`src/rtl/kb_scr_port_if.sv`:
```
// kb_scr_port_if: CPU device-register side and Arduino pin side of the keyboard/screen port.
interface kb_scr_port_if;
    logic       kb_rd;
    logic       scr_wr;
    logic [7:0] scr_wdata;
    logic       csr_wr;
    logic       csr_sel;
    logic [7:0] csr_wdata;
    logic [7:0] kb_data_o;
    logic [7:0] csr_kb_o;
    logic [7:0] csr_scr_o;
    logic       kb_irq;
    logic       scr_irq;
    logic [7:0] ard_data_i;
    logic       ard_stb_i;
    logic       ard_ack_o;
    logic [7:0] ard_data_o;
    logic       ard_stb_o;
    logic       ard_ack_i;
    modport master (
        output kb_rd, scr_wr, scr_wdata, csr_wr, csr_sel, csr_wdata, ard_data_i, ard_stb_i, ard_ack_i,
        input  kb_data_o, csr_kb_o, csr_scr_o, kb_irq, scr_irq, ard_ack_o, ard_data_o, ard_stb_o
    );
    modport slave (
        input  kb_rd, scr_wr, scr_wdata, csr_wr, csr_sel, csr_wdata, ard_data_i, ard_stb_i, ard_ack_i,
        output kb_data_o, csr_kb_o, csr_scr_o, kb_irq, scr_irq, ard_ack_o, ard_data_o, ard_stb_o
    );
endinterface

```
`src/rtl/kb_scr_port.sv`:
```
// kb_scr_port: keyboard/screen device engine bridging CPU register accesses to an Arduino
// over two 8-bit 4-phase handshakes, with KB/SCR CSR status and interrupt requests.
module kb_scr_port #(
    parameter int SYNC_STAGES = 2,
    parameter int ACK_TIMEOUT = 50000
) (
    input logic         i_clk,
    input logic         i_rst,
    kb_scr_port_if.slave bus
);
    localparam logic       K_IDLE    = 1'b0;
    localparam logic       K_ACK     = 1'b1;
    localparam logic [1:0] S_IDLE    = 2'd0;
    localparam logic [1:0] S_WAIT_HI = 2'd1;
    localparam logic [1:0] S_WAIT_LO = 2'd2;

    logic [SYNC_STAGES-1:0] r_stb_sync, r_ack_sync;
    logic                   r_stb_prev;
    logic                   r_k_state, w_k_next;
    logic [1:0]             r_s_state, w_s_next;
    logic [15:0]            r_cnt;
    logic [7:0]             r_kb_data, r_ard_data;
    logic                   r_kb_ie, r_kb_ena, r_kb_dba, r_kb_of;
    logic                   r_scr_ie, r_scr_ena, r_scr_dba, r_scr_of;
    logic                   w_stb, w_ack, w_stb_rise, w_to, w_s_acc;
    logic                   w_k_latch, w_s_done, w_s_to, w_s_ovr, w_kb_w1c, w_scr_w1c;

    assign w_stb      = r_stb_sync[SYNC_STAGES-1];
    assign w_ack      = r_ack_sync[SYNC_STAGES-1];
    assign w_stb_rise = w_stb & ~r_stb_prev;
    assign w_to       = r_cnt == 16'(ACK_TIMEOUT - 1);
    assign w_s_acc    = (r_s_state == S_IDLE) & bus.scr_wr & r_scr_dba & r_scr_ena;

    always_ff @(posedge i_clk or posedge i_rst) begin
        if (i_rst) begin
            r_stb_sync <= '0;
            r_ack_sync <= '0;
            r_stb_prev <= 1'b0;
            r_k_state  <= K_IDLE;
            r_s_state  <= S_IDLE;
        end else begin
            r_stb_sync <= {r_stb_sync[SYNC_STAGES-2:0], bus.ard_stb_i};
            r_ack_sync <= {r_ack_sync[SYNC_STAGES-2:0], bus.ard_ack_i};
            r_stb_prev <= w_stb;
            r_k_state  <= w_k_next;
            r_s_state  <= w_s_next;
        end
    end

    // a pending timeout only matters if the awaited ack edge has not arrived this cycle
    always_comb begin
        w_k_next = (r_k_state == K_IDLE) ? (w_stb_rise ? K_ACK : K_IDLE) : (w_stb ? K_ACK : K_IDLE);
        w_s_next = (r_s_state == S_IDLE)    ? (w_s_acc ? S_WAIT_HI : S_IDLE) :
                   (r_s_state == S_WAIT_HI) ? (w_ack ? S_WAIT_LO : (w_to ? S_IDLE : S_WAIT_HI)) :
                                              ((!w_ack || w_to) ? S_IDLE : S_WAIT_LO);
    end

    always_comb begin
        w_k_latch      = (r_k_state == K_IDLE) & w_stb_rise & r_kb_ena;
        w_s_done       = (r_s_state != S_IDLE) & (w_s_next == S_IDLE);
        w_s_to         = w_s_done & ((r_s_state == S_WAIT_HI) | w_ack);
        w_s_ovr        = bus.scr_wr & r_scr_ena & ~r_scr_dba;
        w_kb_w1c       = bus.csr_wr & ~bus.csr_sel & bus.csr_wdata[3];
        w_scr_w1c      = bus.csr_wr & bus.csr_sel & bus.csr_wdata[3];
        bus.kb_data_o  = r_kb_data;
        bus.csr_kb_o   = {3'b0, r_kb_ena, r_kb_of, r_kb_dba, 1'b0, r_kb_ie};
        bus.csr_scr_o  = {3'b0, r_scr_ena, r_scr_of, r_scr_dba, 1'b1, r_scr_ie};
        bus.kb_irq     = r_kb_ie & r_kb_dba;
        bus.scr_irq    = r_scr_ie & r_scr_dba;
        bus.ard_ack_o  = r_k_state == K_ACK;
        bus.ard_stb_o  = r_s_state == S_WAIT_HI;
        bus.ard_data_o = r_ard_data;
    end

    // a byte latch outranks a coincident kb_rd: data stays flagged, overrun is forgotten
    always_ff @(posedge i_clk or posedge i_rst) begin
        if (i_rst) begin
            r_kb_data  <= 8'h00;
            r_ard_data <= 8'h00;
            r_cnt      <= 16'h0000;
            r_kb_ie    <= 1'b0;
            r_kb_ena   <= 1'b1;
            r_kb_dba   <= 1'b0;
            r_kb_of    <= 1'b0;
            r_scr_ie   <= 1'b0;
            r_scr_ena  <= 1'b1;
            r_scr_dba  <= 1'b1;
            r_scr_of   <= 1'b0;
        end else begin
            if (bus.csr_wr && !bus.csr_sel) {r_kb_ena, r_kb_ie} <= {bus.csr_wdata[4], bus.csr_wdata[0]};
            if (bus.csr_wr && bus.csr_sel) {r_scr_ena, r_scr_ie} <= {bus.csr_wdata[4], bus.csr_wdata[0]};
            if (w_k_latch) r_kb_data <= bus.ard_data_i;
            if (w_s_acc) r_ard_data <= bus.scr_wdata;
            r_kb_dba  <= w_k_latch | (r_kb_dba & ~bus.kb_rd);
            r_kb_of   <= ~bus.kb_rd & (w_k_latch ? (r_kb_of | r_kb_dba) : (r_kb_of & ~w_kb_w1c));
            r_scr_dba <= ~w_s_acc & (r_scr_dba | w_s_done);
            r_scr_of  <= w_s_to | w_s_ovr | (r_scr_of & ~w_scr_w1c);
            r_cnt     <= (w_s_next != r_s_state || r_s_state == S_IDLE) ? 16'h0000 : r_cnt + 16'h0001;
        end
    end
endmodule

```
`src/flat_wrapper.sv`:
```
// flat-port wrapper written by rule: the top's interface ports become plain ports
module kb_scr_port_flat 
#(
    parameter int SYNC_STAGES = 2,
    parameter int ACK_TIMEOUT = 50000
)
  (i_clk, i_rst, bus_kb_rd, bus_scr_wr, bus_scr_wdata, bus_csr_wr, bus_csr_sel, bus_csr_wdata, bus_ard_data_i, bus_ard_stb_i, bus_ard_ack_i, bus_kb_data_o, bus_csr_kb_o, bus_csr_scr_o, bus_kb_irq, bus_scr_irq, bus_ard_ack_o, bus_ard_data_o, bus_ard_stb_o);
  kb_scr_port_if bus_i ();
  input logic i_clk;
  input logic i_rst;
  input wire logic [$bits(bus_i.kb_rd)-1:0] bus_kb_rd;
  input wire logic [$bits(bus_i.scr_wr)-1:0] bus_scr_wr;
  input wire logic [$bits(bus_i.scr_wdata)-1:0] bus_scr_wdata;
  input wire logic [$bits(bus_i.csr_wr)-1:0] bus_csr_wr;
  input wire logic [$bits(bus_i.csr_sel)-1:0] bus_csr_sel;
  input wire logic [$bits(bus_i.csr_wdata)-1:0] bus_csr_wdata;
  input wire logic [$bits(bus_i.ard_data_i)-1:0] bus_ard_data_i;
  input wire logic [$bits(bus_i.ard_stb_i)-1:0] bus_ard_stb_i;
  input wire logic [$bits(bus_i.ard_ack_i)-1:0] bus_ard_ack_i;
  output wire logic [$bits(bus_i.kb_data_o)-1:0] bus_kb_data_o;
  output wire logic [$bits(bus_i.csr_kb_o)-1:0] bus_csr_kb_o;
  output wire logic [$bits(bus_i.csr_scr_o)-1:0] bus_csr_scr_o;
  output wire logic [$bits(bus_i.kb_irq)-1:0] bus_kb_irq;
  output wire logic [$bits(bus_i.scr_irq)-1:0] bus_scr_irq;
  output wire logic [$bits(bus_i.ard_ack_o)-1:0] bus_ard_ack_o;
  output wire logic [$bits(bus_i.ard_data_o)-1:0] bus_ard_data_o;
  output wire logic [$bits(bus_i.ard_stb_o)-1:0] bus_ard_stb_o;
  assign bus_i.kb_rd = bus_kb_rd;
  assign bus_i.scr_wr = bus_scr_wr;
  assign bus_i.scr_wdata = bus_scr_wdata;
  assign bus_i.csr_wr = bus_csr_wr;
  assign bus_i.csr_sel = bus_csr_sel;
  assign bus_i.csr_wdata = bus_csr_wdata;
  assign bus_i.ard_data_i = bus_ard_data_i;
  assign bus_i.ard_stb_i = bus_ard_stb_i;
  assign bus_i.ard_ack_i = bus_ard_ack_i;
  assign bus_kb_data_o = bus_i.kb_data_o;
  assign bus_csr_kb_o = bus_i.csr_kb_o;
  assign bus_csr_scr_o = bus_i.csr_scr_o;
  assign bus_kb_irq = bus_i.kb_irq;
  assign bus_scr_irq = bus_i.scr_irq;
  assign bus_ard_ack_o = bus_i.ard_ack_o;
  assign bus_ard_data_o = bus_i.ard_data_o;
  assign bus_ard_stb_o = bus_i.ard_stb_o;
  kb_scr_port #(.SYNC_STAGES(SYNC_STAGES), .ACK_TIMEOUT(ACK_TIMEOUT)) u_core (.i_clk(i_clk), .i_rst(i_rst), .bus(bus_i));
endmodule
```
`config.mk`:
```
export PLATFORM = sky130hd
export DESIGN_NAME = kb_scr_port_flat
export DESIGN_NICKNAME = d
export VERILOG_FILES = /design/src/rtl/kb_scr_port_if.sv /design/src/rtl/kb_scr_port.sv /design/src/flat_wrapper.sv
export SDC_FILE = /design/constraint.sdc
export NUM_CORES = 1
export LEC_CHECK = 0
export CAP_MARGIN = 25
export CORE_ASPECT_RATIO = 1.5
export CORE_MARGIN = 8
export CORE_UTILIZATION = 48
export CTS_BUF_LIST = sky130_fd_sc_hd__clkbuf_8
export CTS_CLUSTER_DIAMETER = 60
export CTS_CLUSTER_SIZE = 28
export DETAILED_ROUTE_END_ITERATION = 10
export PLACE_DENSITY_LB_ADDON = 0.12
export SYNTH_ARGS = -nofsm -noshare
export SYNTH_HDL_FRONTEND = slang
export SYNTH_SLANG_ARGS = --single-unit
```
`constraint.sdc`:
```
create_clock -name i_clk -period 2.5 [get_ports i_clk]
set_clock_uncertainty 0.2 [all_clocks]
set_input_delay 0.25 -clock i_clk [delete_from_list [all_inputs] [get_ports i_clk]]
set_output_delay 0.25 -clock i_clk [all_outputs]
set_load 0.1 [all_outputs]
```
==> results of run 1 <==
==> routing by layer <==
metal	up-vias	global-route usage
li1	705	-
met5	-	0
met2	31	0.2502
met3	5	0.04308
met4	0	0.04348
met1	734	0.1308
==> final cells by class <==
type | instances | area [um^2]
Tap cell | 48 | 60.06
Sequential cell | 48 | 1205
Clock inverter | 3 | 63.81
Fill cell | 365 | 1695
Timing Repair Buffer | 58 | 500.5
Inverter | 6 | 22.52
Multi-Input combinational cell | 115 | 813.3
Clock buffer | 5 | 68.82
==> placed cells by master, fill, tap and decap left out, drive strengths merged, types with 2 or more instances in the layout <==
cell,count
nor2b,3
clkdlybuf4s50,26
a21oi,3
xnor2,7
dfrtp,45
a221o,2
nand3,6
and3,3
o21a,2
nand4,6
nor2,17
o21ai,3
buf,32
or4b,2
mux2,20
conb,8
inv,7
bufinv,2
nand2,9
dfstp,3
clkbuf,5
and2,2
xor2,5
nor3,2
nor4,3
==> kinds of logic (layout without fill, tap and decap cells) <==
group,after synthesis,after routing
AO/OA/AOI/OAI,14,14
XOR/XNOR,12,12
adder cells (fa/ha/maj),1,1
buffers and inverters,26,72
flip-flops,48,48
multiplexers,20,20
other,2,8
AND/OR/NAND/NOR,60,60
==> how the worst min path moves through the flow <==
stage                                               from  depth (start not counted)                                  end
after global placement    u_core.r_stb_sync[0]$_DFF_PP0_                          0       u_core.r_stb_sync[1]$_DFF_PP0_
final                                              i_rst                          2  u_core.bus.kb_data_o[1]$_DFFE_PP0P_
after CTS                                          i_rst                          2  u_core.bus.kb_data_o[1]$_DFFE_PP0P_
after detailed placement  u_core.r_ack_sync[0]$_DFF_PP0_                          0       u_core.r_ack_sync[1]$_DFF_PP0_
after global routing                               i_rst                          2  u_core.bus.kb_data_o[1]$_DFFE_PP0P_
after floorplan                            bus_ard_ack_i                          0       u_core.r_ack_sync[0]$_DFF_PP0_
==> power groups by stage <==
stage	combinational, mW	clock (mW)	sequential (mW)
2_1_floorplan	0.626	0	1.83
3_3_place_gp	1.70	0	1.04
3_5_place_dp	1.71	0	1.06
4_1_cts	1.72	0.659	1.04
5_1_grt	1.75	0.682	1.06
6_report	1.70	0.639	1.04
==> sequential cells by signal (all words and copies together), names as in the netlist, 2 cells and up <==
name,cells
u_core.r_s_state,2
u_core.bus.ard_data_o,8
u_core.r_ack_sync,2
u_core.r_stb_sync,2
u_core.r_cnt,16
u_core.bus.kb_data_o,8
==> through the flow <==
stage	worst slack, ns	cell area (um^2)	instances	util
final	0.3892	2734	283	0.6172
after floorplan	0.2874	2188	189	-
after global routing	0.3091	2734	283	0.6172
after global placement	0.4301	2601	275	0.5873
after detailed placement	0.3939	2601	275	0.5873
after CTS	0.3806	2734	283	0.6172
==> impl_metrics.env, run 1 <==
export IMPL_status="finished clean"
export IMPL_p_seq_frac=0.307
export IMPL_yosysMostFrequentCell="dfrtp_1"
export IMPL_worst_r2r_cell_count=5
export IMPL_grt_pass1_wl_um=7479
export IMPL_rows=30
export IMPL_dp_hpwl_um=3579
export IMPL_synthAdderAreaFrac=0.005777
export IMPL_grt_max_degree=28
export IMPL_die_area_um2=6962
export IMPL_critPathRequiredTime_ns=2.47
export IMPL_synth_top_area_frac=0.5199
export IMPL_peakVddDrop_mv=0.5200
export IMPL_wl_met1_um=1620
export IMPL_maxCapViolCount=0
export IMPL_finalCritPeriodShare=0.8443
export IMPL_synth_cells=183
export IMPL_p_switching_mw=1.675
export IMPL_initial_core_util=0.4890
export IMPL_avgSynthCellArea_um2=11.84
export IMPL_finalCriticalPeriod_ns=2.111
export IMPL_fmax_mhz=473.8
export IMPL_cts_path_max_buffers=2
export IMPL_slew_violations=0
export IMPL_p_int_mw=1.702
export IMPL_holdWs_ns=0.1123
export IMPL_async_flop_share=1.000
export IMPL_yosys_area_share_simple=0.1566
export IMPL_critPathTopFamily="simple AND/OR/NAND/NOR gates"
export IMPL_highest_layer="met4"
export IMPL_coreArea_um2=4429
export IMPL_max_slew_margin=0.6386
export IMPL_endpoint="u_core.r_cnt[6]$_DFF_PP0_"
export IMPL_rrSetupSlack_ns=0.39
export IMPL_synth_edff_count=0
export IMPL_rsz0062_at_grt="no"
export IMPL_clk_latency_ns=0.29
export IMPL_antenna_found_initial=0
export IMPL_antenna_cells=0
export IMPL_hold_violations=0
export IMPL_r2r_start="u_core.r_cnt[11]$_DFF_PP0_"
export IMPL_synth_top_family_by_area="simple AND/OR/NAND/NOR gates"
export IMPL_setup_tns_ns=0
export IMPL_swShare=0.4960
export IMPL_slowest_stage="or4b_4"
export IMPL_synth_mux_area_frac=0.1040
export IMPL_path_cells="or4b_4 > nor4_4 > or2_1 > buf_4 > nor2_1"
export IMPL_ys_top_cells_by_area="dfrtp_1, mux2_2, buf_4, dfstp_2, nor2_1"
export IMPL_drive_gt1_frac=0.2851
export IMPL_cp_end_kind="register"
export IMPL_area_growth_syn_to_layout_pct=26.23
export IMPL_clk_pin_slew_worst_paths_ns=0.09
export IMPL_avgViaCountPerCell=5.212
export IMPL_numClockSinks=48
export IMPL_grtUsageTotal=0.1330
export IMPL_first_pass_iters=4
export IMPL_tightestPinTransition_ns=0.5413
export IMPL_critPathBufInv=1
export IMPL_synthDistinctLibCells=39
export IMPL_synth_common_cells="dfrtp_1, mux2_2, nor2_1"
export IMPL_synth_xor_area_frac=0.04853
export IMPL_ys_ff_latch=48
export IMPL_critPathMaxFanout=15
export IMPL_root_buffer="clkbuf_8"
export IMPL_io_buffers=54
export IMPL_cts_max_level=2
export IMPL_route_met2_wl_um=2577
export IMPL_die_w_um=70.85
export IMPL_yosys_warnings=0
export IMPL_wl_per_cell_um=15.95
export IMPL_power_leakage_nw=1.221
export IMPL_drtIter0Drc=47
export IMPL_ioPinCount=68
export IMPL_arrival_ns=2.09
export IMPL_synth_top_area_cell="dfrtp_1"
export IMPL_cts_tree="yes"
export IMPL_worstSetupPathDepth=5
export IMPL_drt_total_wl_um=4514
export IMPL_vias=1475
export IMPL_worstSetupStartpoint="u_core.r_cnt[11]$_DFF_PP0_"
export IMPL_worst_path_largest_cell_delay_ns=0.55
export IMPL_critPathKind="reg -> reg"
export IMPL_synth_compound_area_share=0.04391
export IMPL_die_y_um=98.27
export IMPL_p_clk_frac=0.189
export IMPL_share_comb_of_total_power=0.504
export IMPL_grt_overflow_total=0
export IMPL_synth_area_um2=2166
export IMPL_drc_errors=0
export IMPL_dr_wl_met3_um=275
export IMPL_ant_nets=0
export IMPL_hold_class="in -> async"
export IMPL_cts_hold_buf=0
export IMPL_place_congestion=0.7901
export IMPL_cts_made_buffers=5
export IMPL_rr_endpoint="u_core.r_cnt[6]$_DFF_PP0_"
export IMPL_final_setup_viol_count=0
export IMPL_cts_setup_buffers=0
export IMPL_fin_nets=267
export IMPL_ys_flop_type="dfrtp_1"
export IMPL_totalPowerFinal_mw=3.377
export IMPL_first_global_vias=1555
export IMPL_ctsResizeCount=0
export IMPL_worstSetupStartpointType="register"
export IMPL_pwr_density_cell_nw_per_um2=1235
export IMPL_yosysSeqAreaShare=0.5563
No activity file was read; power rests on OpenSTA's default activity.
==> inputs of run 2 (changes only) <==
Settings changed: CORE_UTILIZATION 48 to 43.
Clock period 2.5 ns to 1.9 ns, I/O delays scaled along.
==> impl_metrics.env, run 2 (synthesis results as in run 1) <==
export IMPL_status="finished clean"
export IMPL_peakVddDrop_mv=0.6106
export IMPL_largest_register_ffs=16
export IMPL_fillers=386
export IMPL_die_y_um=102.9
export IMPL_cts_made_buffers=5
export IMPL_grt_pass1_wl_um=8231
export IMPL_rsz0062_at_grt="yes"
export IMPL_drc_errors=0
export IMPL_cts_setup_buffers=0
export IMPL_vias=1565
export IMPL_finalCritPeriodShare=0.9854
export IMPL_antenna_found_initial=0
export IMPL_grtUsageTotal=0.1412
export IMPL_first_pass_iters=4
export IMPL_die_w_um=73.95
export IMPL_hold_violations=0
export IMPL_rows=31
export IMPL_cts_path_max_buffers=2
export IMPL_critPathBufInv=1
export IMPL_root_buffer="clkbuf_8"
export IMPL_wl_per_cell_um=16.06
export IMPL_cp_end_kind="register"
export IMPL_cts_hold_buf=0
export IMPL_die_area_um2=7610
export IMPL_p_seq_frac=0.298
export IMPL_fin_nets=279
export IMPL_pwr_density_cell_nw_per_um2=1515
export IMPL_critPathMaxFanout=7
export IMPL_worst_path_largest_cell_delay_ns=0.56
export IMPL_final_setup_viol_count=0
export IMPL_critPathKind="reg -> reg"
export IMPL_p_clk_frac=0.170
export IMPL_cts_tree="yes"
export IMPL_initial_core_util=0.4467
export IMPL_maxCapViolCount=0
export IMPL_path_cells="or4b_4 > nor4_4 > or2_4 > clkbuf_16 > nor2_1"
export IMPL_hold_class="in -> async"
export IMPL_drt_total_wl_um=5027
export IMPL_coreArea_um2=4848
export IMPL_grt_max_degree=49
export IMPL_dp_hpwl_um=3848
export IMPL_avgViaCountPerCell=5.000
export IMPL_drtIter0Drc=61
export IMPL_layout_commonest_cell="dfrtp_1"
export IMPL_first_global_vias=1703
export IMPL_cts_max_level=2
export IMPL_share_comb_of_total_power=0.532
export IMPL_slowest_stage="or4b_4"
export IMPL_swShare=0.4883
export IMPL_place_congestion=0.7568
export IMPL_power_leakage_nw=1.346
export IMPL_rrSetupSlack_ns=0.03
export IMPL_ant_nets=0
export IMPL_io_buffers=54
export IMPL_fmax_mhz=534.1
export IMPL_final_cell_mix="dfrtp_1, buf_4, clkdlybuf4s50_1, mux2_2, nor2_1"
export IMPL_critPathRequiredTime_ns=1.89
export IMPL_antenna_cells=0
export IMPL_grt_overflow_total=0
export IMPL_drive_gt1_frac=0.3603
export IMPL_slew_violations=0
export IMPL_numClockSinks=48
export IMPL_arrival_ns=1.86
export IMPL_p_switching_mw=2.266
export IMPL_p_int_mw=2.375
export IMPL_worstSetupStartpointType="register"
export IMPL_clk_latency_ns=0.30
export IMPL_holdWs_ns=0.02811
export IMPL_setup_tns_ns=0
export IMPL_ioPinCount=68
export IMPL_finalCriticalPeriod_ns=1.872
export IMPL_critPathTopFamily="simple AND/OR/NAND/NOR gates"
export IMPL_max_flop_register="u_core.r_cnt"
export IMPL_area_growth_syn_to_layout_pct=41.48
export IMPL_clk_pin_slew_worst_paths_ns=0.08
[run 2: final cells by class]
class,count,area (um^2),share of cell area
clock buffer,7,96.34,0.03144
clock inverter,1,30.03,0.009800
inverter,6,22.52,0.007350
multi-input combinational,115,842.1,0.2748
sequential,48,1207,0.3940
tap,66,82.58,0.02695
timing repair buffer,70,783.3,0.2556
[run 2: through the flow]
step	instance area, um^2	setup slack, ns	total power, mW	util	instances
finish	3064	0.02765	4.641	0.6320	313
global route	3064	-0.03779	4.805	0.6320	313
floorplan	2197	-0.03371	3.234	-	189
detailed placement	2889	0.03284	3.849	0.5959	304
global placement	2889	0.06257	3.803	0.5959	304
CTS	3015	0.009953	4.650	0.6219	312
[run 2: power groups by stage]
stage	Sequential (mW)	Combinational, mW	Clock (mW)
global placement	1.38	2.42	0
floorplan	2.41	0.827	0
finish	1.38	2.47	0.789
CTS	1.38	2.44	0.821
global route	1.41	2.55	0.845
detailed placement	1.41	2.44	0
[run 2: what timing repair did]
| item | 4_1_cts | 5_1_grt |
|---|---|---|
| hold endpoints to repair | 0 | 0 |
| resized for setup | 0 | 7 |
| setup endpoints to repair | 0 | 15 |
[run 2: worst paths after layout]
kind	from	to	cells after the start
hold / removal	i_rst	u_core.bus.kb_data_o[6]$_DFFE_PP0P_	3
min in group i_clk	bus_ard_ack_i	u_core.r_ack_sync[0]$_DFF_PP0_	1
setup reg to reg	u_core.r_cnt[10]$_DFF_PP0_	u_core.r_cnt[3]$_DFF_PP0_	5
max in group asynchronous	i_rst	u_core.r_scr_dba$_DFF_PP1_	3
hold reg to reg	u_core.r_ack_sync[0]$_DFF_PP0_	u_core.r_ack_sync[1]$_DFF_PP0_	0
setup / recovery	u_core.r_cnt[10]$_DFF_PP0_	u_core.r_cnt[3]$_DFF_PP0_	5
[run 2: worst reg2reg max path, delay by kind of cell (launching register included)]
kind | cells | cell delay (ns)
buffers and inverters | 1 | 0.14
DFF | 1 | 0.38
and+or+nand+nor | 4 | 1.05
[run 2: layer usage]
metal,up-vias,global-route usage,part of all wire
li1,729,-,-
met2,53,0.2588,0.54
met4,0,0.07728,0.031
met3,14,0.03603,0.067
met5,-,0,0
met1,769,0.1384,0.36
